[src/rtl/cr_kme_fifo_writer_pkg.sv]
// Shared types and constants for the KME FIFO write-side driver.
package cr_kme_fifo_writer_pkg;

  typedef enum logic [0:0] {WR_IDLE, WR_SEND} wr_state_e;

  localparam int WORDS_CNT_W = 16;

endpackage

[src/rtl/cr_kme_fifo_writer.sv]
// KME FIFO writer: takes wide words from a ready/valid source, serialises
// them into BEATS beats of DATA_SIZE bits and pushes them into a stall-based
// KME FIFO. It never pushes while stalled, and it flags FIFO overflow and
// prolonged stalls with sticky bits.
// Build option: define CR_KME_FIFO_WRITER_MSB_FIRST_EN to send the most
// significant beat first. By default the least significant beat goes first.
module cr_kme_fifo_writer
  import cr_kme_fifo_writer_pkg::*;
#(
  parameter int DATA_SIZE     = 8,
  parameter int BEATS         = 4,
  parameter int STALL_TIMEOUT = 256
) (
  input  logic                       clk,
  input  logic                       rst,
  input  logic [DATA_SIZE*BEATS-1:0] req_data,
  input  logic                       req_valid,
  output logic                       req_ready,
  output logic [DATA_SIZE-1:0]       fifo_in,
  output logic                       fifo_in_valid,
  input  logic                       fifo_in_stall,
  input  logic                       fifo_overflow,
  output logic                       busy,
  output logic [15:0]                words_sent,
  output logic                       err_overflow,
  output logic                       stall_timeout
);

  localparam int WORD_W      = DATA_SIZE * BEATS;
  localparam int BEAT_CNT_W  = $clog2(BEATS);
  localparam int STALL_CNT_W = $clog2(STALL_TIMEOUT + 1);

  localparam logic [BEAT_CNT_W-1:0]  LAST_BEAT = BEAT_CNT_W'(BEATS - 1);
  localparam logic [STALL_CNT_W-1:0] STALL_MAX = STALL_CNT_W'(STALL_TIMEOUT);

  wr_state_e               state_q, state_d;
  logic [WORD_W-1:0]       shift_q, shift_d;
  logic [BEAT_CNT_W-1:0]   beat_cnt_q, beat_cnt_d;
  logic [WORDS_CNT_W-1:0]  words_sent_q, words_sent_d;
  logic [STALL_CNT_W-1:0]  stall_cnt_q, stall_cnt_d;
  logic                    err_overflow_q, err_overflow_d;
  logic                    stall_timeout_q, stall_timeout_d;

  logic                    push;
  logic                    last_beat;
  logic [DATA_SIZE-1:0]    cur_beat;
  logic [WORD_W-1:0]       shift_next;

  // Registers all state, with a synchronous reset that drops any partial word.
  always_ff @(posedge clk) begin
    if (rst) begin
      state_q         <= WR_IDLE;
      shift_q         <= '0;
      beat_cnt_q      <= '0;
      words_sent_q    <= '0;
      stall_cnt_q     <= '0;
      err_overflow_q  <= 1'b0;
      stall_timeout_q <= 1'b0;
    end else begin
      state_q         <= state_d;
      shift_q         <= shift_d;
      beat_cnt_q      <= beat_cnt_d;
      words_sent_q    <= words_sent_d;
      stall_cnt_q     <= stall_cnt_d;
      err_overflow_q  <= err_overflow_d;
      stall_timeout_q <= stall_timeout_d;
    end
  end

  // Computes the next FSM state, shift register, counters and sticky flags.
  always_comb begin
    state_d         = state_q;
    shift_d         = shift_q;
    beat_cnt_d      = beat_cnt_q;
    words_sent_d    = words_sent_q;
    stall_cnt_d     = stall_cnt_q;
    err_overflow_d  = err_overflow_q;
    stall_timeout_d = stall_timeout_q;

    case (state_q)
      WR_IDLE: begin
        if (req_valid) begin
          shift_d    = req_data;
          beat_cnt_d = '0;
          state_d    = WR_SEND;
        end
      end
      WR_SEND: begin
        if (push) begin
          if (last_beat) begin
            words_sent_d = words_sent_q + WORDS_CNT_W'(1);
            beat_cnt_d   = '0;
            if (req_valid) begin
              shift_d = req_data;
              state_d = WR_SEND;
            end else begin
              shift_d = '0;
              state_d = WR_IDLE;
            end
          end else begin
            shift_d    = shift_next;
            beat_cnt_d = beat_cnt_q + BEAT_CNT_W'(1);
          end
        end
      end
      default: state_d = WR_IDLE;
    endcase

    if (push) begin
      stall_cnt_d = '0;
    end else if (busy && fifo_in_stall && (stall_cnt_q != STALL_MAX)) begin
      stall_cnt_d = stall_cnt_q + STALL_CNT_W'(1);
    end

    if (stall_cnt_d == STALL_MAX) begin
      stall_timeout_d = 1'b1;
    end

    if (fifo_overflow) begin
      err_overflow_d = 1'b1;
    end
  end

  // Drives the FIFO push, the upstream ready and the status outputs directly from state.
  always_comb begin
    busy          = (state_q == WR_SEND);
    fifo_in_valid = busy && !fifo_in_stall;
    push          = fifo_in_valid;
    last_beat     = (beat_cnt_q == LAST_BEAT);
    req_ready     = !rst && ((state_q == WR_IDLE) || (push && last_beat));
`ifdef CR_KME_FIFO_WRITER_MSB_FIRST_EN
    cur_beat      = shift_q[WORD_W-1 -: DATA_SIZE];
    shift_next    = shift_q << DATA_SIZE;
`else
    cur_beat      = shift_q[DATA_SIZE-1:0];
    shift_next    = shift_q >> DATA_SIZE;
`endif
    fifo_in       = busy ? cur_beat : '0;
    words_sent    = words_sent_q;
    err_overflow  = err_overflow_q;
    stall_timeout = stall_timeout_q;
  end

endmodule

[config.mk]
export PLATFORM = sky130hd
export DESIGN_NAME = cr_kme_fifo_writer
export DESIGN_NICKNAME = d
export VERILOG_FILES = /design/src/rtl/cr_kme_fifo_writer_pkg.sv /design/src/rtl/cr_kme_fifo_writer.sv
export SDC_FILE = /design/constraint.sdc
export NUM_CORES = 1
export LEC_CHECK = 0
export BUFFER_PORTS_ARGS = -buffer_cell sky130_fd_sc_hd__buf_2
export CORE_MARGIN = 2
export CORE_UTILIZATION = 30
export CTS_CLUSTER_DIAMETER = 40
export DETAILED_ROUTE_END_ITERATION = 8
export SLEW_MARGIN = 20
export SYNTH_ARGS = -nofsm -noshare
export SYNTH_HDL_FRONTEND = slang
export SYNTH_SLANG_ARGS = --single-unit
[constraint.sdc]
create_clock -name clk -period 2.3 [get_ports clk]
set_input_delay 0.23 -clock clk [delete_from_list [all_inputs] [get_ports clk]]
set_output_delay 0.23 -clock clk [all_outputs]
set_load 0.01 [all_outputs]
After elaboration in Yosys (flattened, before gate mapping)
Cells that the tools add are included.
W data, S select, Z words.
Word-level totals
  output and inout bits: 29
  bits in registers: 62
  logic and storage cells: 42
  input bits: 37
Cells by class
  reduce and logical (&&, ||, !) cells: 10
  mux-type cells: 16
  add/sub/neg operators: 3
  equal/unequal tests: 5
  bitwise logic cells: 1
Operators with widths (count)
  $mux W32: 4
  $pmux W32 S2: 1
  $mux W9: 2
  $add A16 B1 Y16 const B: 1
  $add A9 B1 Y9 const B: 1
  $eq A9 B9 Y1 const B: 1
  $ne A9 B9 Y1 const B: 1
  $mux W8: 1
  $mux W2: 3
  $logic_and A1 B1 Y1: 5
  $ne A2 B2 Y1 const B: 2
  $pmux W2 S2: 1
  $mux W1: 3
  $reduce_and A3 Y1: 1
  $add A2 B1 Y2 const B: 1
  $eq A2 B2 Y1 const B: 1
  $logic_not A1 Y1: 2
  $pmux W1 S2: 1
  $reduce_and A2 Y1: 1
  $logic_or A1 B1 Y1: 1
  $not A1 Y1: 1

Longest topological paths before layout
  word-level depth: 5
  mapped depth: 7
  gate-level depth less buffers: 7

Least setup slack after synthesis
No wires, ideal clock.
  path kind: register to register
  from: register beat_cnt_q[0]
  to: register words_sent_q[13] (netlist: words_sent[13])
  path slack: 0.715 ns
  required time: 2.172 ns
  stages on the path, launching flop included: 8
  clock period less this slack: 1.585 ns
  data arrival time: 1.457 ns
  setup time: 0.128 ns
  cell sequence: dfxtp_1 -> ha_1 -> clkbuf_2 -> nand4b_1 -> nor4_2 -> nand3_1 -> xor2_1 -> nor2_1
Between the ends
  cells in the longest elaborated chain, start to end: 2
Ends and longest elaborated chain
  start: declaration: line cr_kme_fifo_writer.sv:38  | logic [BEAT_CNT_W-1:0] beat_cnt_q, beat_cnt_d;
  start signal: assignment: line cr_kme_fifo_writer.sv:62  | beat_cnt_q <= beat_cnt_d;
  $eq A2 B2 Y1: line cr_kme_fifo_writer.sv:129  | last_beat = (beat_cnt_q == LAST_BEAT);
  $reduce_and A3 Y1 (no line)
  end signal: assignment: line cr_kme_fifo_writer.sv:63  | words_sent_q <= words_sent_d;
  end: declaration: line cr_kme_fifo_writer.sv:39  | logic [WORDS_CNT_W-1:0] words_sent_q, words_sent_d;
Every way passes these cells.
A chain may end at the register's enable or synchronous reset.

Worst setup path after layout
  from: register state_q (netlist: busy)
  to: output port fifo_in_valid
Between the ends
  cells in the longest elaborated chain, start to end: 1
Ends and longest elaborated chain
  start: declaration: line cr_kme_fifo_writer.sv:36  | wr_state_e state_q, state_d;
  start signal: assignment: line cr_kme_fifo_writer.sv:60  | state_q <= state_d;
  $logic_and A1 B1 Y1: line cr_kme_fifo_writer.sv:127  | fifo_in_valid = busy && !fifo_in_stall;
  end: declaration: line cr_kme_fifo_writer.sv:20  | output logic fifo_in_valid,
Every way passes these cells.

==> Flow_metrics.wiki <==
{| class="wikitable"
! Metric !! Value
|-
| Highest ir drop seen on vdd || 0.0003204 V
|-
| Starting utilization of the core area || 30.69%
|-
| Post-synth cell types || 44
|-
| Total setup violations reported at the end of the flow || 0
|-
| M1 wire length || 2966 um
|-
| TritonRoute pass-1 iters || 4
|-
| Worst EP arrival || 1820 ps
|-
| Cell with the largest stage delay on the worst path || dfxtp_1
|-
| Actual slew at the worst max-slew pin || 750.6 ps
|-
| Clock tree from TritonCTS || yes
|-
| HPWL after DPL || 4643 um
|-
| Top layer used by detailed routing || met4
|-
| Class of the most critical hold timing path || input pin to flop
|-
| Avg Cell Area, Syn || 8.616 um2
|-
| Critical path peak fanout || 15
|-
| Die Height || 100.8 um
|-
| Net Count, Synth || 367
|-
| Length of routed met3 wiring || 425 um
|-
| Area inside the core boundary || 0.009153 mm2
|-
| Warnings from Yosys || 0
|-
| Buffers from clock root to sink, at most || 2
|-
| Largest clock skew in the final design || 9.027 ps
|-
| Total of fill cells in the finished design || 963
|-
| Post-DRT Antenna Nets || 0
|-
| Static Leak || 1.407 nW
|-
| Post-Syn Area || 0.002809 mm2
|-
| Synthesized instance count || 326
|-
| Number of enable-type register cells in the synthesized netlist || 0
|-
| Number of antenna violations at the first check in global routing || 0
|-
| Clock network latency to the later pin of the worst-skew pair || 340 ps
|-
| Number of global-route vias before repair || 2298
|-
| Total I/O pin count || 66
|-
| Met2 WL || 2979 um
|-
| Setup Total Neg Slack || 0 ps
|-
| Congestion Overflow GR || 0
|-
| Hold-fix buffer count after cts || 0
|-
| Share of synthesized area occupied by flip-flops and latches || 44.19%
|-
| Full die area || 0.01015 mm2
|-
| Startpoint-to-endpoint class of the critical path || flop to output port
|-
| Clock transition at path regs || 70 ps
|-
| Total power density per cell area || 697.9 mW/mm2
|-
| Layout-stage area growth over the synthesis result || 20.36%
|-
| Max_cap viols || 0
|-
| Final net count || 424
|-
| Post-synth top flop || dfxtp_1
|-
| Num CTS Buffers || 9
|-
| Kind of cell adding the most delay to the critical path || buffers and inverters
|-
| Worst slew margin relative to its limit || 49.84%
|-
| Fraction of the cycle the final worst path needs || 89.03%
|-
| Sum of routed wire length over all layers || 6546 um
|-
| Die boundary width || 100.8 um
|-
| Area of combinational cells with multiple inputs || 0.001410 mm2
|-
| Site Rows || 35
|-
| Routed via count divided by cell count || 4.954
|-
| Highest clock rate || 488.3 MHz
|-
| Crit start category || flop
|-
| Post-CTS setup repair buffer count || 0
|-
| CTS Sinks || 62
|-
| Most numerous cell on the critical path || buf_4
|-
| Largest net degree at the start of global routing || 32
|-
| Run status || finished clean
|-
| Proportion of synthesized flip-flops having asynchronous set or reset || 0%
|-
| Power, Total || 2.359 mW
|-
| Number of design-rule violations left by the first detailed-router iteration || 79
|-
| Share of final-layout standard cells stronger than drive strength 1 || 24.48%
|-
| Total GRT Usage || 13.72%
|-
| Worst Path Buf+Inv || 3
|-
| Post-CTS sizing || 0
|-
| Storage cell area || 0.001241 mm2
|-
| Root buffer cell || clkbuf_8
|-
| Routability-driven placement congestion ratio || 0.8338
|-
| Slowest stage delay, CP || 560 ps
|-
| Total vias in the final route || 2472
|-
| Number of buffer cells added on primary ports || 65
|-
| Cell-by-cell trace of the critical path || buf_4, nor2b_1, buf_4, buf_2
|-
| Final critical delay including setup and external delays || 2048 ps
|-
| Wire length of the first global-routing pass || 10810 um
|-
| Antenna diode count || 0
|-
| Nature of the critical path endpoint || output port
|-
| Register bit count reported by yosys || 62
|-
| Routed wire per std cell || 13.12 um
|-
| Hold Fails Final Rpt || 0
|-
| CTS HTree Levels || 3
|-
| Remaining routing DRC violations || 0
|-
| Setup repair after global routing missed its margin || no
|-
| Worst Path Required || 2070 ps
|-
| Final Max Slew Viols || 0
|}
flip-flops by register name, indices dropped and copies added (netlist names):
signal and cells:
err_overflow 1, shift_q 32, stall_cnt_q 9, words_sent 16, stall_timeout 1, busy 1
beat_cnt_q 2
where the power goes:
group / total [mW] / internal [mW] / switching, mW
combinational: 0.259 / 0.112 / 0.147
sequential: 1.16 / 1.13 / 0.0319
clock: 0.941 / 0.503 / 0.438
layout by cell type, fill, tap and decap left out, drive strengths merged, types with 5 or more instances in the layout:
cell | synthesis | layout
a221oi | 24 | 24
and2 | 8 | 8
xor2 | 12 | 12
dfxtp | 62 | 62
nor3 | 26 | 26
buf | 9 | 71
a21oi | 7 | 7
nor2 | 69 | 69
xnor2 | 9 | 9
nand3 | 12 | 12
nor4 | 5 | 5
nand2 | 13 | 13
a22oi | 10 | 10
clkbuf | 16 | 9
inv | 6 | 7
synthesized netlist by cell type, types with 5 or more instances:
master	n	area [um2]
a21oi_1	7	35.03
buf_6	5	56.30
xnor2_1	9	78.83
dfxtp_1	62	1241
a22oi_1	10	75.07
and2_1	8	50.05
nand2_1	12	45.04
nor2_1	68	255.2
a221oi_1	24	210.2
xor2_1	12	105.1
nand3_1	12	60.06
inv_1	6	22.52
nor3_1	26	130.1
clkbuf_1	15	56.30
routing by layer:
layer | track usage [%] | vias to the layer above
met5 | 0 | -
met4 | 7.271 | 0
met3 | 5.409 | 14
met2 | 20.46 | 63
met1 | 16.97 | 1130
li1 | - | 1265
path summary, 6_finish.rpt:
path,end,cells past startpoint,slack [ps],startpoint
setup / recovery,fifo_in_valid,4,250,busy$_SDFF_PP0_
hold reg to reg,err_overflow$_SDFFE_PP0P_,2,480,err_overflow$_SDFFE_PP0P_
hold / removal,err_overflow$_SDFFE_PP0P_,3,90,fifo_overflow
setup reg to reg,words_sent[15]$_SDFFE_PP0P_,6,460,beat_cnt_q[0]$_SDFFE_PP0P_
through the flow:
step | utilization, % | worst slack, ps | hold WS (ps) | instance area, um2 | cells
6_report | 36.94 | 252.2 | 93.35 | 3381 | 499
5_1_grt | 36.94 | 130.0 | 122.0 | 3381 | 499
4_1_cts | 36.94 | 221.6 | 65.29 | 3381 | 499
3_5_place_dp | 34.78 | 438.0 | 449.1 | 3183 | 483
3_3_place_gp | 34.78 | 455.4 | 432.9 | 3183 | 483
2_1_floorplan | - | 715.3 | 345.8 | 2809 | 326
worst register-to-register path, cell delays in order (launching register included):
cell and delay [ps]:
dfxtp_1 350, ha_1 320, nand4b_1 230, nor4_2 470, nand3_1 150, xor2_1 150
nor2_1 50
cell families after synthesis:
logic type,synth area share [%]
xor+xnor,6.548
mux,1.069
buf+inv,5.612
compound gates,14.08
simple gates,26.73
flops,44.19
fa+ha+maj,1.782
final cells by class:
type                       count  share of cell area (%)
clock inverter                 7                   2.184
clock buffer                   9                   3.664
tap                          111                   4.108
sequential                    62                   36.71
multi-input combinational    233                   41.71
inverter                       6                  0.6662
timing repair buffer          71                   10.95
(Power assumes the default switching activity.)
